===== src/rtl/revaluate_pkg.sv =====
// Shared constants and FSM state type for the revaluate output-stage sequencer.
package revaluate_pkg;

    localparam int ROW_LEN_DEF = 25;
    localparam int N_ROWS_DEF  = 64;

    typedef enum logic [1:0] {
        IDLE = 2'd0,
        OPEN = 2'd1,
        RUN  = 2'd2,
        DONE = 2'd3
    } state_e;

endpackage


===== src/rtl/revaluate_wrap_counter.sv =====
// Modulo-MAX up-counter with a combinational wrap flag, used for the column and row indices.
module revaluate_wrap_counter #(
    parameter int  MAX = 25,
    localparam int W   = (MAX > 1) ? $clog2(MAX) : 1
) (
    input  logic         clk,
    input  logic         rst,
    input  logic         clr,
    input  logic         inc,
    output logic [W-1:0] value,
    output logic         wrap
);

    logic [W-1:0] value_q;
    logic [W-1:0] value_d;

    assign wrap  = inc & (value_q == W'(MAX - 1));
    assign value = value_q;

    always_comb begin
        value_d = value_q;
        if (clr) begin
            value_d = '0;
        end else if (inc) begin
            value_d = wrap ? '0 : value_q + W'(1);
        end
    end

    always_ff @(posedge clk) begin
        if (rst) begin
            value_q <= '0;
        end else begin
            value_q <= value_d;
        end
    end

endmodule


===== src/rtl/revaluate_controller.sv =====
// Sequencer that walks the state one bit per accepted cycle and drives the revaluate file writer,
// optionally repeating the walk for several passes (one writer file per pass).
module revaluate_controller
    import revaluate_pkg::*;
#(
    parameter int  ROW_LEN  = ROW_LEN_DEF,
    parameter int  N_ROWS   = N_ROWS_DEF,
    parameter int  N_PASSES = 1,
    localparam int CW = $clog2(ROW_LEN),
    localparam int RW = $clog2(N_ROWS),
    localparam int PW = (N_PASSES > 1) ? $clog2(N_PASSES) : 1
) (
    input  logic          clk,
    input  logic          rst,
    input  logic          start,
    input  logic          src_valid,
    output logic          busy,
    output logic          wr_start,
    output logic          en,
    output logic [CW-1:0] col,
    output logic [RW-1:0] row,
    output logic [PW-1:0] pass,
    output logic          co_c25,
    output logic          co_c64,
    output logic          done
);

    state_e        state_q;
    state_e        state_d;
    logic [PW-1:0] pass_q;
    logic [PW-1:0] pass_d;
    logic          col_wrap;
    logic          row_wrap;
    logic          cnt_clr;

    // Counters only move in RUN; outside it they are forced back to zero.
    assign cnt_clr = (state_q != RUN);
    assign en      = (state_q == RUN) & src_valid;

    revaluate_wrap_counter #(.MAX(ROW_LEN)) u_col_cnt (
        .clk   (clk),
        .rst   (rst),
        .clr   (cnt_clr),
        .inc   (en),
        .value (col),
        .wrap  (col_wrap)
    );

    revaluate_wrap_counter #(.MAX(N_ROWS)) u_row_cnt (
        .clk   (clk),
        .rst   (rst),
        .clr   (cnt_clr),
        .inc   (col_wrap),
        .value (row),
        .wrap  (row_wrap)
    );

    always_comb begin
        state_d = state_q;
        pass_d  = pass_q;
        case (state_q)
            IDLE: begin
                pass_d = '0;
                if (start) begin
                    state_d = OPEN;
                end
            end
            OPEN: begin
                state_d = RUN;
            end
            RUN: begin
                // row_wrap marks the final bit of the pass being accepted.
                if (row_wrap) begin
                    if (pass_q == PW'(N_PASSES - 1)) begin
                        state_d = DONE;
                    end else begin
                        pass_d  = pass_q + PW'(1);
                        state_d = OPEN;
                    end
                end
            end
            DONE: begin
                pass_d  = '0;
                state_d = IDLE;
            end
            default: begin
                pass_d  = '0;
                state_d = IDLE;
            end
        endcase
    end

    always_ff @(posedge clk) begin
        if (rst) begin
            state_q <= IDLE;
            pass_q  <= '0;
        end else begin
            state_q <= state_d;
            pass_q  <= pass_d;
        end
    end

    assign busy     = (state_q != IDLE);
    assign wr_start = (state_q == OPEN);
    assign done     = (state_q == DONE);
    assign pass     = pass_q;
    assign co_c25   = en & (col == CW'(ROW_LEN - 1));
    assign co_c64   = (state_q == RUN) & (row == RW'(N_ROWS - 1));

endmodule

===== config.mk =====
export PLATFORM = sky130hd
export DESIGN_NAME = revaluate_controller
export DESIGN_NICKNAME = d
export VERILOG_FILES = /design/src/rtl/revaluate_pkg.sv /design/src/rtl/revaluate_wrap_counter.sv /design/src/rtl/revaluate_controller.sv
export SDC_FILE = /design/constraint.sdc
export NUM_CORES = 1
export LEC_CHECK = 0
export ABC_AREA = 1
export CAP_MARGIN = 25
export CELL_PAD_IN_SITES_DETAIL_PLACEMENT = 1
export CELL_PAD_IN_SITES_GLOBAL_PLACEMENT = 2
export CORE_MARGIN = 2
export CORE_UTILIZATION = 27
export DETAILED_ROUTE_END_ITERATION = 10
export PLACE_DENSITY_LB_ADDON = 0.08
export SLEW_MARGIN = 25
export SYNTH_ARGS = -nofsm -noshare
export SYNTH_HDL_FRONTEND = slang
export SYNTH_SLANG_ARGS = --single-unit

===== constraint.sdc =====
create_clock -name clk -period 2.6 [get_ports clk]
set_input_delay 0.39 -clock clk [delete_from_list [all_inputs] [get_ports clk]]
set_output_delay 0.39 -clock clk [all_outputs]
set_load 0.1 [all_outputs]

======== Word level (Yosys, flattened, before mapping) ========
Cells that the tools add are included.
Widths: inputs -> output; s select.
operators by class
  add/sub/neg operators ................... 3
  multipliers ............................. 0
  divide/modulo/power cells ............... 0
  magnitude comparators ................... 0
  eq/ne operators ......................... 8
  shift operators ......................... 0
  multiplexer cells ....................... 9
  bitwise gates (word level) .............. 4
  reduce and logical (&&, ||, !) cells .... 7
operators by type and width
  kind                 count
  $pmux 2 s4           1
  $add 6x1->6 const B  1
  $eq 6x6->1 const B   1
  $mux 2               3
  $mux 6               1
  $add 5x1->5 const B  1
  $eq 5x5->1 const B   1
  $mux 5               1
  $and 1x1->1          4
  $eq 2x2->1 const B   2
  $ne 2x2->1 const B   2
  $reduce_and 2->1     2
  $reduce_bool 2->1    2
  $reduce_or 2->1      2
  $eq 2x1->1 const B   1
  $logic_not 2->1      1
  $mux 1               2
  $ne 2x1->1 const B   1
  $pmux 1 s2           1
  $add 1x1->1 const B  1
storage, ports and cells
  register bits after elaboration ......... 14
  latch bits .............................. 0
  memory bits (writable) .................. 0
  bits in read-only memories .............. 0
  input bits .............................. 4
  output and inout port bits .............. 18
  word-level logic and storage cells ...... 35
  memories kept ........................... 0

======== Longest topological paths before layout ========
Gate-level depths: netlist (run 1).
  word-level depth ........................ 6
  depth in mapped cells ................... 9
  mapped depth without buffers ............ 9

======== By module ========
A second synthesis (run 1) with hierarchy kept.
unflattened totals
  cell total of the unflattened synthesis .. 121
  area, all modules ....................... 810.8 µm²
by module, submodules not included
  module                              times used  cells an instance  area each (µm²)  seq. area each (µm²)
  revaluate_wrap_counter (u_row_cnt)  1           45                 311.5            120.1
  revaluate_wrap_counter (u_col_cnt)  1           42                 285.3            100.1
  revaluate_controller                1           34                 214.0            40.0

======== Least setup slack after synthesis (run 1) ========
OpenSTA, ideal clock, no wires.
  kind .................................... flip-flop to output port
  from .................................... reg u_row_cnt.value_q[1], in the netlist u_row_cnt.value[1]
  to ...................................... out co_c64
  arrival ................................. 3.534 ns
  data required time ...................... 2.210 ns
  path slack .............................. -1.324 ns
  cell stages (with the launch flop) ...... 4
  buffers on the path ..................... 0
  cells stage by stage .................... dfxtp_1 ha_1 nand3_1 nor3_1
on the way
  longest elaborated chain between the ends .. 2
RTL lines
  what                      RTL line                      source
  start: declaration        revaluate_wrap_counter.sv:14  logic [W-1:0] value_q;
  start signal: assignment  revaluate_wrap_counter.sv:33  value_q <= value_d;
  $eq 6x6->1                revaluate_controller.sv:108   assign co_c64 = (state_q == RUN) & (row == RW'(N_ROWS - 1));
  $and 1x1->1               revaluate_controller.sv:108
  end: declaration          revaluate_controller.sv:24    output logic co_c64,
No other way between the ends.

======== Worst setup path in the final report (run 1) ========
  from .................................... reg state_q[0]
  to ...................................... out co_c25
on the way
  longest elaborated chain between the ends .. 3
RTL lines
  what                      RTL line                     source
  start: declaration        revaluate_controller.sv:28   state_e state_q;
  start signal: assignment  revaluate_controller.sv:98   state_q <= state_d;
  $eq 2x2->1                revaluate_controller.sv:38   assign en = (state_q == RUN) & src_valid;
  $and 1x1->1               revaluate_controller.sv:38
  $and 1x1->1               revaluate_controller.sv:107  assign co_c25 = en & (col == CW'(ROW_LEN - 1));
  end: declaration          revaluate_controller.sv:23   output logic co_c25,
No other way between the ends.

==> impl_metrics.py, run 1 <==
metrics = {
    "floorplan": {
        "pin_count": 22,
        "die_y_um": 56.8,
        "rows": 19,
        "dieWidth_um": 56.8,
        "coreArea_um2": 2710,
        "die-area_um2": 3220,
        "initial_utilization_pct": 27.7,
    },
    "timing": {
        "period_minus_slack_ns": 2.05,
        "finalSetupViolCount": 0,
        "fin_tns_setup_ns": 0,
        "fin_worst_skew_ns": 0.00169,
        "fin_ws_ns": 0.551,
        "hold_violations": 0,
        "final_max_slew_viol_count": 0,
        "rsz0062_at_grt": "no",
        "period_share_pct": 78.8,
        "timing.fmax_mhz": 488,
    },
    "drt": {
        "wl_mm": 1.76,
        "wl_per_cell_um": 11.5,
        "route.vias.total": 694,
        "postRouteAntennaNets": 0,
        "drtPass1Iterations": 4,
        "drt_iter0_drc": 10,
        "vias_per_cell": 4.51,
        "route.detailed.drc": 0,
    },
    "placement": {
        "dp_hpwl_mm": 1.45,
        "place_ws_ns": 0.673,
        "io_buffers": 20,
        "gp_congestion": 0.667,
        "dpl-instance-area_um2": 981,
    },
    "power_and_ir_drop": {
        "seqPwrFrac_pct": 30.5,
        "pwr-share-clk_pct": 17.4,
        "p_switching_mw": 0.386,
        "p_comb_share_pct": 52.1,
        "p_int_mw": 0.366,
        "power_density_nw_per_um2": 747,
        "cellLeakagePower_nw": 0.432,
        "total_power_mw": 0.752,
        "p_sw_share_pct": 51.3,
        "ir_drop_mv": 0.536,
    },
    "critical_path": {
        "crit_start": "state_q[0]",
        "required_ns": 2.21,
        "ff2ff_path_depth": 9,
        "crit_path_frequent_cell": "nand2_2",
        "cpMaxStageDelayCell": "dfxtp_1",
        "critPathArrivalTime_ns": 1.66,
        "r2r-end": "u_row_cnt.value[2]",
        "reg2reg_from": "state_q[0]",
        "end_kind": "output pin",
        "crit_path_cell_trace": "inv_1 > ha_1 > nand2_2 > nor2_4 > nand2_2 > clkinv_4 > buf_12",
        "cp_top_family": "simple AND/OR/NAND/NOR gates",
        "cp_max_fo": 7,
        "critPathLaunchType": "register",
        "regToRegSetupSlack_ns": 1.09,
        "cpPeakStageDelay_ns": 0.33,
        "path_buf_inv": 3,
        "crit_type": "register to output pin",
    },
    "clock_tree": {
        "clk-insertion-delay-late_ns": 0.28,
        "ctsResizeCount": 0,
        "h-tree-depth": 1,
        "clockBufferDepth": 2,
        "cts_setup_buffers": 0,
        "clk_root_buffer_cell": "clkbuf_4",
        "cts_tree": "built",
        "cts_buffers": 3,
        "postCtsHoldBufs": 0,
        "cts_sinks": 13,
        "path_clk_slew_ns": 0.08,
    },
    "global_routing": {
        "antenna_found_initial": 0,
        "grt_overflow_total": 0,
        "track_usage_pct": 12.7,
        "grt_pass1_vias": 701,
        "grt_first_pass_wirelength_mm": 3.15,
        "grt_max_degree": 8,
    },
    "hold_path": {
        "hold_class": "register to register",
        "holdPathStages": 2,
        "min-delay-start": "u_row_cnt.value[1]",
        "min_to": "u_row_cnt.value[1]",
    },
    "cells_and_area": {
        "area_growth_pct": 33.9,
        "final_cell_area_um2": 1010,
        "layout.nets": 135,
        "final_util_pct": 37.2,
        "diodes": 0,
        "drive_gt1_share_pct": 29.3,
    },
    "synth": {
        "synth_fp_nets": 111,
        "ys_seq_elements": 13,
        "synth_cell_types": 25,
        "synth_edf_count": 0,
        "ys.flop_type": "dfxtp_1",
        "synth-async-reset-ratio_pct": 0,
        "synthCells": 100,
        "synthesis.area_um2": 752,
        "ys_warn_count": 0,
        "avgSynthCellArea_um2": 7.52,
        "yosysSeqAreaShare_pct": 34.6,
    },
    "run_status": {
        "status": "finished clean",
    },
    "run": {
        "drv_cap": 0,
    },
}
[Yosys cell counts (2+ instances only)]
cell / count / area share, %
nand2_1: 17 / 8.5
nor2_4: 2 / 3.0
ha_1: 7 / 12
nand2_2: 2 / 1.7
inv_1: 15 / 7.5
a211oi_1: 2 / 2.0
a21oi_1: 4 / 2.7
dfxtp_1: 13 / 35
a21oi_2: 3 / 3.5
nor3_1: 3 / 2.0
nand3_2: 2 / 2.7
nor2_1: 13 / 6.5
nand3_1: 5 / 3.3
[worst max path at each step]
stage / end / cells past startpoint
final: co_c25 / 7
after global routing: co_c25 / 7
after CTS: co_c25 / 7
after detailed placement: co_c25 / 6
after global placement: co_c25 / 6
after floorplan: co_c64 / 2
[power by group through the flow]
stage	logic, mW	registers, mW	clock network [mW]
2_1_floorplan	0.311	0.237	0
3_3_place_gp	0.394	0.233	0
3_5_place_dp	0.397	0.234	0
4_1_cts	0.399	0.229	0.142
5_1_grt	0.427	0.233	0.149
6_report	0.392	0.229	0.131
[through the flow]
stage,hold slack (ns),std cells
2_1_floorplan,0.502,100
5_1_grt,0.526,154
3_5_place_dp,0.489,150
6_report,0.500,154
3_3_place_gp,0.492,150
4_1_cts,0.503,154
[layout make-up]
| class | instances | area, µm² |
|---|---|---|
| clock buffer | 4 | 26.3 |
| fill | 356 | 1700 |
| inverter | 17 | 68.8 |
| multi-input combinational | 69 | 427 |
| sequential | 13 | 264 |
| tap | 31 | 38.8 |
| timing repair buffer | 20 | 183 |
[state kept, by name, indices dropped and copies added (netlist names)]
| signal | flops |
|---|---|
| u_row_cnt.value | 6 |
| state_q | 2 |
| u_col_cnt.value | 5 |
[placed cells by master, fill, tap and decap left out]
master,instances
a21o_1,1
a211oi_1,2
nor3b_1,1
conb_1,1
dfxtp_1,10
o21ai_1,1
nor3_1,2
a21oi_2,3
inv_2,1
nand4_1,1
dfxtp_2,3
buf_12,2
nand2_2,2
nand3_1,5
buf_4,15
nand2_1,17
nand3_2,2
clkbuf_1,1
clkinv_4,1
xor2_1,1
clkdlybuf4s50_1,3
nor2_4,2
a21oi_1,4
ha_1,7
nor2_1,13
inv_1,15
clkbuf_4,3
or2_2,1
xnor2_1,1
o21ai_0,1
nor3_4,1
[per-layer routing]
layer / GRT usage, % / vias up / share of wire [%]
met2: 21.9 / 14 / 50
li1: - / 359 / -
met3: 4.84 / 2 / 5.2
met1: 14.6 / 319 / 45
met4: 2.99 / 0 / 0.51
met5: 0 / - / 0
[worst min-delay path: stages, from the launching register on]
cell and delay (ns):
dfxtp_2 0.35, nand2_1 0.06, a21oi_1 0.06
[logic make-up after synthesis]
logic type | share of synthesized area, %
AO/OA/AOI/OAI | 10.5
other | 0.499
AND/OR/NAND/NOR | 30.3
buffers and inverters | 10.1
adder cells (fa/ha/maj) | 11.6
XOR/XNOR | 2.33
flip-flops | 34.6
Note: power is estimated with default switching activity, not from simulation.
==> run 2: changes to the inputs <==
CORE_UTILIZATION = 25   (was 27)
clock period = 2 ns   (was 2.6 ns; I/O delays follow)
==> run 2 against run 1 <==
Global-route usage fell by 1.0 points. Setup slack worse by 0.42 ns. Sequential power rose by 28%. Sequential share of layout area down 0.47 points. First-iteration DRC count decreased by 50%. Non-clock buffer count stayed put. Critical path type unchanged. Largest power group unchanged. Final cell count stayed put. Clock power up 31%. Routed wire length down 1.2%. Final area up 9.1%. Critical path depth is the same.
==> impl_metrics.py, run 2 (synthesized netlist as in run 1, its figures left out) <==
metrics = {
    "placement": {
        "place_ws_ns": 0.271,
        "dpl-instance-area_um2": 1050,
        "dp.cells": 150,
        "io_buffers": 20,
        "gp_congestion": 0.687,
        "dp_hpwl_mm": 1.44,
    },
    "drt": {
        "postRouteAntennaNets": 0,
        "wl_per_cell_um": 11.3,
        "vias_per_cell": 4.45,
        "route.vias.total": 685,
        "drt_iter0_drc": 5,
        "route.detailed.drc": 0,
        "wl_mm": 1.74,
        "drtPass1Iterations": 4,
    },
    "timing": {
        "period_minus_slack_ns": 1.86,
        "fin_ws_ns": 0.135,
        "final_max_slew_viol_count": 0,
        "period_share_pct": 93.2,
        "rsz0062_at_grt": "no",
        "timing.fmax_mhz": 536,
        "fin_tns_setup_ns": 0,
        "whs_ns": 0.496,
        "hold_violations": 0,
        "fin_worst_skew_ns": 0.00475,
        "finalSetupViolCount": 0,
    },
    "critical_path": {
        "required_ns": 1.70,
        "cp_max_fo": 7,
        "reg2reg_from": "state_q[0]",
        "critPathLaunchType": "register",
        "end_kind": "output pin",
        "regToRegSetupSlack_ns": 0.55,
        "ff2ff_path_depth": 9,
        "critPathArrivalTime_ns": 1.56,
        "crit_type": "register to output pin",
        "r2r-end": "u_row_cnt.value[5]",
    },
    "clock_tree": {
        "postCtsHoldBufs": 0,
        "path_clk_slew_ns": 0.09,
        "clk-insertion-delay-late_ns": 0.28,
        "cts_buffers": 3,
        "cts_tree": "built",
        "clk_root_buffer_cell": "clkbuf_4",
        "h-tree-depth": 1,
        "cts_sinks": 13,
        "clockBufferDepth": 2,
    },
    "global_routing": {
        "antenna_found_initial": 0,
        "grt_pass1_vias": 693,
        "grt_max_degree": 8,
        "grt_first_pass_wirelength_mm": 3.03,
        "grt_overflow_total": 0,
        "track_usage_pct": 11.6,
    },
    "cells_and_area": {
        "mostFrequentLayoutCell": "nand2_1",
        "layout.nets": 135,
        "layout_common_cells": "nand2_1, inv_1, nor2_1",
        "final_cell_area_um2": 1100,
        "largest_register_ffs": 6,
        "layout.cells.non_filler": 154,
        "diodes": 0,
        "area_growth_pct": 46.1,
        "drive_gt1_share_pct": 35.8,
    },
    "hold_path": {
        "min_to": "u_col_cnt.value[0]",
        "min-delay-start": "u_col_cnt.value[0]",
        "hold_class": "register to register",
        "holdPathStages": 1,
    },
    "floorplan": {
        "initial_utilization_pct": 26.8,
        "die_y_um": 58.8,
        "dieWidth_um": 58.8,
        "coreArea_um2": 2810,
        "rows": 19,
        "die-area_um2": 3460,
        "pin_count": 22,
    },
    "power_and_ir_drop": {
        "power_density_nw_per_um2": 958,
        "ir_drop_mv": 0.979,
        "cellLeakagePower_nw": 0.459,
    },
    "run_status": {
        "status": "finished clean",
    },
    "run": {
        "drv_cap": 0,
    },
}
run 2: cell counts in the layout (fill, tap and decap cells not counted):
Identical to the previous run, type by type.
run 2: repair_timing:
item / in CTS / in global routing
buffers inserted: 0 / 0
gates resized for setup: 0 / 3
endpoints found under the setup margin: 0 / 1
run 2: critical path, cell delays in order, from the launching register on:
cell and delay, ns:
dfxtp_1 0.34, inv_1 0.15, ha_4 0.18, nand2_2 0.09, nor2_4 0.17, nand2_4 0.10
clkinv_4 0.09, buf_12 0.17
run 2: worst max path at each step:
stage	slack (ns)	end	startpoint	depth (start not counted)
detailed placement	0.27	co_c25	src_valid	6
CTS	0.02	co_c25	state_q[0]	7
global route	0.01	co_c25	state_q[0]	7
floorplan	0.004	u_row_cnt.value[2]	u_col_cnt.value[3]	7
global placement	0.29	co_c25	src_valid	6
finish	0.14	co_c25	state_q[0]	7
run 2: final cells by class:
cell class | instances | area (µm²)
clock buffers | 4 | 26.3
fillers | 346 | 1710
well taps | 31 | 38.8
inverters | 17 | 68.8
repair buffers | 20 | 220
flip-flops and latches | 13 | 283
multi-input cells | 69 | 462
run 2: through the flow:
stage | power, mW | util [%]
floorplan | 0.705 | -
global placement | 0.876 | 37.6
detailed placement | 0.880 | 37.6
CTS | 1.06 | 38.5
global route | 1.13 | 39.2
finish | 1.05 | 39.2
run 2: routing by layer:
metal / wire length (µm) / up-vias / share of wire (%) / GRT usage (%)
met1: 861 / 314 / 49 / 14.7
li1: - / 356 / - / -
met5: 0 / - / 0 / 0
met2: 781 / 13 / 45 / 18.3
met3: 83 / 2 / 4.8 / 3.08
met4: 17 / 0 / 0.98 / 5.84
run 2: where the power goes:
part           switching, mW  internal, mW
clock                 0.0934        0.0773
combinational          0.401         0.188
sequential            0.0218         0.271
total                  0.516         0.536
==> run 3: changes to the inputs <==
SLEW_MARGIN = unset   (was 25)
==> results of run 3 <==
Final layout, timing and power as in run 2 (identical DEF).
